**src/rtl/ioctl_pkg.sv**
```systemverilog
// Shared definitions for the hps_io ioctl side channels: upload FSM states,
// target index constants and the fill byte returned for unmapped reads.
package ioctl_pkg;

    typedef enum logic [1:0] {
        ST_IDLE  = 2'd0,
        ST_PAUSE = 2'd1,
        ST_READY = 2'd2,
        ST_FETCH = 2'd3
    } state_e;

    localparam logic [7:0] OOR_FILL      = 8'hFF;

    localparam logic [7:0] IDX_ROM       = 8'd0;
    localparam logic [7:0] IDX_ROM_ALT   = 8'd1;
    localparam logic [7:0] IDX_CHEATS    = 8'd2;
    localparam logic [7:0] HISCORE_INDEX = 8'd4;

    // True when a 27-bit HPS byte address lies beyond a 2**aw byte image.
    function automatic logic is_oor(input logic [26:0] addr, input int aw);
        return (addr >> aw) != 27'd0;
    endfunction

endpackage

```
**src/rtl/hiscore_upload_lat_shift.sv**
```systemverilog
// Valid shift register matching the RAM read latency; its last stage marks
// the cycle in which ram_q holds the requested byte.
module lat_shift #(
    parameter int DEPTH = 1
) (
    input  logic clk_i,
    input  logic rst_ni,
    input  logic flush_i,
    input  logic vld_i,
    output logic strobe_o
);

    logic [DEPTH-1:0] sr_q;
    logic [DEPTH-1:0] sr_d;
    logic [DEPTH:0]   sr_ext;

    always_comb begin
        sr_ext = {sr_q, vld_i};
        sr_d   = flush_i ? '0 : sr_ext[DEPTH-1:0];
    end

    always_ff @(posedge clk_i or negedge rst_ni) begin
        if (!rst_ni) begin
            sr_q <= '0;
        end else begin
            sr_q <= sr_d;
        end
    end

    assign strobe_o = sr_q[DEPTH-1];

endmodule

```
**src/rtl/hiscore_upload.sv**
```systemverilog
// Upload-side reader for the hps_io ioctl channel: pauses the core, then serves
// ioctl_rd requests from a core RAM with ioctl_wait throttling.
module hiscore_upload
    import ioctl_pkg::*;
#(
    parameter int         ADDR_W       = 10,
    parameter int         RAM_LAT      = 1,
    parameter logic [7:0] UPLOAD_INDEX = HISCORE_INDEX
) (
    input  logic              clk_sys,
    input  logic              reset_n,
    input  logic              ioctl_upload,
    input  logic [7:0]        ioctl_index,
    input  logic              ioctl_rd,
    input  logic [26:0]       ioctl_addr,
    output logic [7:0]        ioctl_din,
    output logic              ioctl_wait,
    output logic              pause_req,
    input  logic              pause_ack,
    output logic [ADDR_W-1:0] ram_addr,
    output logic              ram_rd,
    input  logic [7:0]        ram_q,
    output logic              err
);

    state_e            state_q, state_d;
    logic [ADDR_W-1:0] ram_addr_q, ram_addr_d;
    logic              oor_q, oor_d;
    logic              ram_rd_q, ram_rd_d;
    logic              start_q, start_d;
    logic              busy_q, busy_d;
    logic              pend_q, pend_d;
    logic [ADDR_W-1:0] pend_addr_q, pend_addr_d;
    logic              pend_oor_q, pend_oor_d;
    logic [7:0]        din_q, din_d;
    logic              err_q, err_d;
    logic              ack_lost_q, ack_lost_d;

    logic active;
    logic rd_oor;
    logic fetch_go;
    logic queue_rd;
    logic cap_strobe;
    logic cap;
    logic accept_rd;

    assign active = ioctl_upload && (ioctl_index == UPLOAD_INDEX);
    assign rd_oor = is_oor(ioctl_addr, ADDR_W);
    assign cap    = cap_strobe && (state_q == ST_FETCH);

    // Flushed on abort so a discarded fetch can never land in ioctl_din.
    lat_shift #(
        .DEPTH(RAM_LAT)
    ) u_lat (
        .clk_i   (clk_sys),
        .rst_ni  (reset_n),
        .flush_i (!active),
        .vld_i   (start_q),
        .strobe_o(cap_strobe)
    );

    always_comb begin
        state_d     = state_q;
        ram_addr_d  = ram_addr_q;
        oor_d       = oor_q;
        ram_rd_d    = 1'b0;
        start_d     = 1'b0;
        busy_d      = busy_q;
        pend_d      = pend_q;
        pend_addr_d = pend_addr_q;
        pend_oor_d  = pend_oor_q;
        din_d       = din_q;
        err_d       = err_q;
        ack_lost_d  = ack_lost_q;
        fetch_go    = 1'b0;
        queue_rd    = 1'b0;

        if (!active) begin
            state_d    = ST_IDLE;
            busy_d     = 1'b0;
            pend_d     = 1'b0;
            ack_lost_d = 1'b0;
        end else begin
            unique case (state_q)
                ST_IDLE: begin
                    state_d = ST_PAUSE;
                    if (ioctl_rd) err_d = 1'b1;
                end
                ST_PAUSE: begin
                    if (ioctl_rd && !pend_q) queue_rd = 1'b1;
                    if (pause_ack) state_d = ST_READY;
                end
                ST_READY: begin
                    if (!pause_ack) begin
                        state_d = ST_PAUSE;
                        if (ioctl_rd && !pend_q) queue_rd = 1'b1;
                    end else if (pend_q) begin
                        fetch_go   = 1'b1;
                        ram_addr_d = pend_addr_q;
                        oor_d      = pend_oor_q;
                    end else if (ioctl_rd) begin
                        fetch_go   = 1'b1;
                        ram_addr_d = ioctl_addr[ADDR_W-1:0];
                        oor_d      = rd_oor;
                    end
                end
                ST_FETCH: begin
                    if (ioctl_rd) err_d = 1'b1;
                    if (!pause_ack) ack_lost_d = 1'b1;
                    if (cap) begin
                        din_d   = oor_q ? OOR_FILL : ram_q;
                        busy_d  = 1'b0;
                        state_d = (ack_lost_q || !pause_ack) ? ST_PAUSE : ST_READY;
                    end
                end
                default: state_d = ST_IDLE;
            endcase
        end

        if (queue_rd) begin
            pend_d      = 1'b1;
            pend_addr_d = ioctl_addr[ADDR_W-1:0];
            pend_oor_d  = rd_oor;
            busy_d      = 1'b1;
        end

        // Out-of-range fetches walk the same latency path without touching the RAM.
        if (fetch_go) begin
            state_d    = ST_FETCH;
            start_d    = 1'b1;
            ram_rd_d   = !oor_d;
            busy_d     = 1'b1;
            pend_d     = 1'b0;
            ack_lost_d = 1'b0;
        end
    end

    always_ff @(posedge clk_sys or negedge reset_n) begin
        if (!reset_n) begin
            state_q     <= ST_IDLE;
            ram_addr_q  <= '0;
            oor_q       <= 1'b0;
            ram_rd_q    <= 1'b0;
            start_q     <= 1'b0;
            busy_q      <= 1'b0;
            pend_q      <= 1'b0;
            pend_addr_q <= '0;
            pend_oor_q  <= 1'b0;
            din_q       <= 8'h00;
            err_q       <= 1'b0;
            ack_lost_q  <= 1'b0;
        end else begin
            state_q     <= state_d;
            ram_addr_q  <= ram_addr_d;
            oor_q       <= oor_d;
            ram_rd_q    <= ram_rd_d;
            start_q     <= start_d;
            busy_q      <= busy_d;
            pend_q      <= pend_d;
            pend_addr_q <= pend_addr_d;
            pend_oor_q  <= pend_oor_d;
            din_q       <= din_d;
            err_q       <= err_d;
            ack_lost_q  <= ack_lost_d;
        end
    end

    // The strobe itself raises wait so hps_io sees it in the request cycle.
    assign accept_rd  = ioctl_rd && active &&
                        ((state_q == ST_PAUSE) || (state_q == ST_READY));
    assign ioctl_wait = accept_rd || busy_q;
    assign pause_req  = (state_q != ST_IDLE);
    assign ioctl_din  = din_q;
    assign ram_addr   = ram_addr_q;
    assign ram_rd     = ram_rd_q;
    assign err        = err_q;

endmodule

```
**config.mk**
```make
export PLATFORM = sky130hd
export DESIGN_NAME = hiscore_upload
export DESIGN_NICKNAME = d
export VERILOG_FILES = /design/src/rtl/ioctl_pkg.sv /design/src/rtl/hiscore_upload_lat_shift.sv /design/src/rtl/hiscore_upload.sv
export SDC_FILE = /design/constraint.sdc
export NUM_CORES = 1
export LEC_CHECK = 0
export ABC_AREA = 1
export BUFFER_PORTS_ARGS = -buffer_cell sky130_fd_sc_hd__buf_2
export CORE_ASPECT_RATIO = 0.6
export CORE_MARGIN = 1
export CORE_UTILIZATION = 53
export CTS_CLUSTER_SIZE = 16
export DETAILED_ROUTE_END_ITERATION = 16
export PLACE_DENSITY = 0.85
export SLEW_MARGIN = 0
export SYNTH_ARGS = -nofsm -noshare
export SYNTH_HDL_FRONTEND = slang
export SYNTH_SLANG_ARGS = --single-unit
```
**constraint.sdc**
```tcl
create_clock -name clk_sys -period 2.9 [get_ports clk_sys]
set_input_delay 0.58 -clock clk_sys [delete_from_list [all_inputs] [get_ports clk_sys]]
set_output_delay 0.58 -clock clk_sys [all_outputs]
set_load 0.005 [all_outputs]
```
==> results.json <==
{
  "grt_pass1_wl_um": 7130,
  "setup_viol": 0,
  "rr_worst_depth": 6,
  "synth_nets": 287,
  "yosysTopAreaCellShare": 0.508,
  "p_leak_nw": 1.39,
  "finalPower_mw": 1.14,
  "fmaxAchievable_mhz": 464,
  "dp_worst_setup_slack_ns": 0.668,
  "cts_hold_buffers": 0,
  "yosys-top-cells-area": "dfrtp_1 51%, nand2_1 14%, o21ai_0 6.5%, o21ai_2 4.6%, inv_1 4.3%",
  "routabilityCongestion": 0.788,
  "tritoncts": "done",
  "cpPeakStageDelay_ns": 0.44,
  "skew_ns": 0.00727,
  "cts_resized": 0,
  "diodes": 0,
  "synth_xor_area_frac": 0,
  "critical_path_arrival_ns": 1.58,
  "area_growth_pct": 26.2,
  "antenna_found_initial": 0,
  "synth-edff-count": 0,
  "first_pass_iters": 4,
  "synth_commonest_cells": "73 x nand2_1, 39 x dfrtp_1, 25 x o21ai_0",
  "synth_compound_area_frac": 0.151,
  "wl_per_cell_um": 11.7,
  "timing.rr.start": "state_q[0]",
  "cts_buffer_depth": 2,
  "reg2reg_slack_ns": 0.86,
  "hold-worst-slack_ns": 0.376,
  "grt_max_degree": 40,
  "holdCritPathClass": "primary input to asynchronous set/reset pin",
  "viasPerCell": 4.90,
  "synth_warnings": 0,
  "p_sw_frac": 0.193,
  "final_cells": 351,
  "cp-end-kind": "output port",
  "root_buffer": "clkbuf_8",
  "die_w_um": 79.7,
  "p_comb_frac": 0.060,
  "seq_area_frac_synth": 0.508,
  "synthMuxAreaShare": 0,
  "clkPwrFrac": 0.462,
  "ant_nets": 0,
  "internal_power_mw": 0.920,
  "outcome": "complete, no violations",
  "power_switching_mw": 0.220,
  "die_y_um": 48.6,
  "core_area_um2": 3360,
  "yosysTopAreaCell": "dfrtp_1",
  "netlist_instances": 234,
  "htreeDepth": 2,
  "period_minus_slack_ns": 2.16,
  "crit_chain": "inv_1 -> ha_1 -> a31o_2 -> buf_2",
  "synthAdderAreaFrac": 0.0326,
  "num_vias": 1721,
  "drc": 0,
  "drv_slew": 0,
  "clk_pin_slew_ns": 0.08,
  "cp_slowest_cell": "dfrtp_1",
  "critPathBufInv": 2,
  "synthesis.area_um2": 1920,
  "timing.rr.end": "pend_addr_q[6]",
  "drive_gt1_frac": 0.310,
  "place_inst": 343,
  "fin_nets": 358,
  "postCtsSetupBuffers": 0,
  "worstMarginPinSlew_ns": 0.818,
  "fin_crit_sh": 0.744,
  "seq_power_share": 0.478,
  "grt_setup_unrepaired": "no",
  "io_buffers": 69,
  "cp.depth": 4,
  "rows": 16,
  "p_per_area_nw_per_um2": 470,
  "synthFlopType": "dfrtp_1",
  "synth_seq_cells": 39,
  "cp_top_family": "flip-flops",
  "clock_latency_ns": 0.29,
  "start_kind": "flip-flop",
  "synthMostInstantiatedCell": "nand2_1",
  "synth_cell_types": 25,
  "synth_async_sr_flop_share": 1.00,
  "peakVddDrop_mv": 0.300,
  "synth_top_family_by_area": "simple AND/OR/NAND/NOR gates",
  "grt-ovfl-total": 0,
  "gr-usage-all-layers": 0.241,
  "cp_data_required_time_ns": 2.32,
  "start_util": 0.571,
  "critPathKind": "flip-flop to output port",
  "drt-initial-drc-count": 44,
  "drt-total-wl_um": 4120,
  "clkSinkCount": 39,
  "grt_pass1_vias": 1665,
  "ios": 70,
  "finalHoldViolCount": 0,
  "cap_violations": 0,
  "synth-simple-area-share": 0.240,
  "cp_max_fo": 5,
  "relSlewSlack": 0.454,
  "tns_ns": 0,
  "dpl.hpwl_um": 3030,
  "cts_inserted_buffers": 5,
  "syn_area_per_cell_um2": 8.21,
  "layout_setup_ws_ns": 0.744,
  "die-area_um2": 3880
}
[metrics by stage]
| step | utilization | area [um^2] |
|---|---|---|
| floorplan | - | 1920 |
| global placement | 0.682 | 2290 |
| detailed placement | 0.682 | 2290 |
| CTS | 0.721 | 2430 |
| global route | 0.721 | 2430 |
| finish | 0.721 | 2430 |
[worst register-to-register path: cells and delay by family (launching register included)]
kind	cells	cell delay, ns
buf+inv	1	0.11
compound gates	2	0.48
fa+ha+maj	1	0.17
flops	1	0.44
simple gates	2	0.73
[final cells by class]
type,instances,area (um^2)
multi-input combinational,165,815
clock buffer,6,72.6
inverter,23,86.3
tap,45,56.3
clock inverter,2,60.1
timing repair buffer,71,360
fill,254,937
sequential,39,976
[how the worst max path moves through the flow]
stage / slack [ns] / to / start
4_1_cts: 0.74 / ioctl_wait / state_q[0]
2_1_floorplan: 1.14 / ioctl_wait / ioctl_index[7]
6_report: 0.74 / ioctl_wait / state_q[0]
3_3_place_gp: 0.82 / pend_addr_q[3] / ioctl_index[7]
3_5_place_dp: 0.67 / pend_addr_q[4] / ioctl_index[5]
5_1_grt: 0.62 / pend_addr_q[6] / state_q[1]
[state kept, by name, summed over array words and instances, names as in the netlist]
register,cells
ack_lost_q,1
busy_q,1
err,1
ioctl_din,8
oor_q,1
pend_addr_q,10
pend_oor_q,1
pend_q,1
ram_addr,10
ram_rd,1
start_q,1
state_q,2
u_lat.strobe_o,1
[logic make-up (layout without fill, tap and decap cells)]
group,after synthesis,count (layout)
AOI/OAI and AO/OA,49,49
adders and majority gates,5,5
buffers and inverters,30,102
DFF,39,39
and+or+nand+nor,111,111
[per-layer routing]
metal | GRT usage | share of wire | vias up
li1 | - | - | 887
met3 | 0.0642 | 0.055 | 6
met1 | 0.308 | 0.50 | 774
met4 | 0.0893 | 0.011 | 0
met2 | 0.396 | 0.43 | 54
met5 | 0 | 0 | -
[placed cells by master (no fill, tap or decap)]
cell type	Yosys	layout
clkbuf_8	0	5
nor2_1	21	21
or2_2	1	1
inv_1	22	22
buf_2	2	69
nor3_1	2	2
nand2_2	1	1
inv_2	1	1
o21ai_2	10	10
ha_1	5	5
a31o_2	1	1
nand4_1	3	3
or2_0	1	1
nor2_2	2	2
buf_4	0	2
bufinv_16	0	2
o21bai_1	1	1
o21ai_1	6	6
o21ai_0	25	25
clkbuf_1	2	1
a21oi_1	5	5
dfrtp_1	39	39
a31oi_1	1	1
nor3b_4	1	1
nand2_1	73	73
nand3_1	6	6
[power by group through the flow]
stage	sequential, mW	combinational [mW]	clock, mW
CTS	0.545	0.0699	0.533
detailed placement	0.555	0.0695	0
finish	0.545	0.0686	0.527
global route	0.544	0.0794	0.559
floorplan	0.556	0.0219	0
global placement	0.555	0.0687	0
Power figures use the tool's default switching activity.
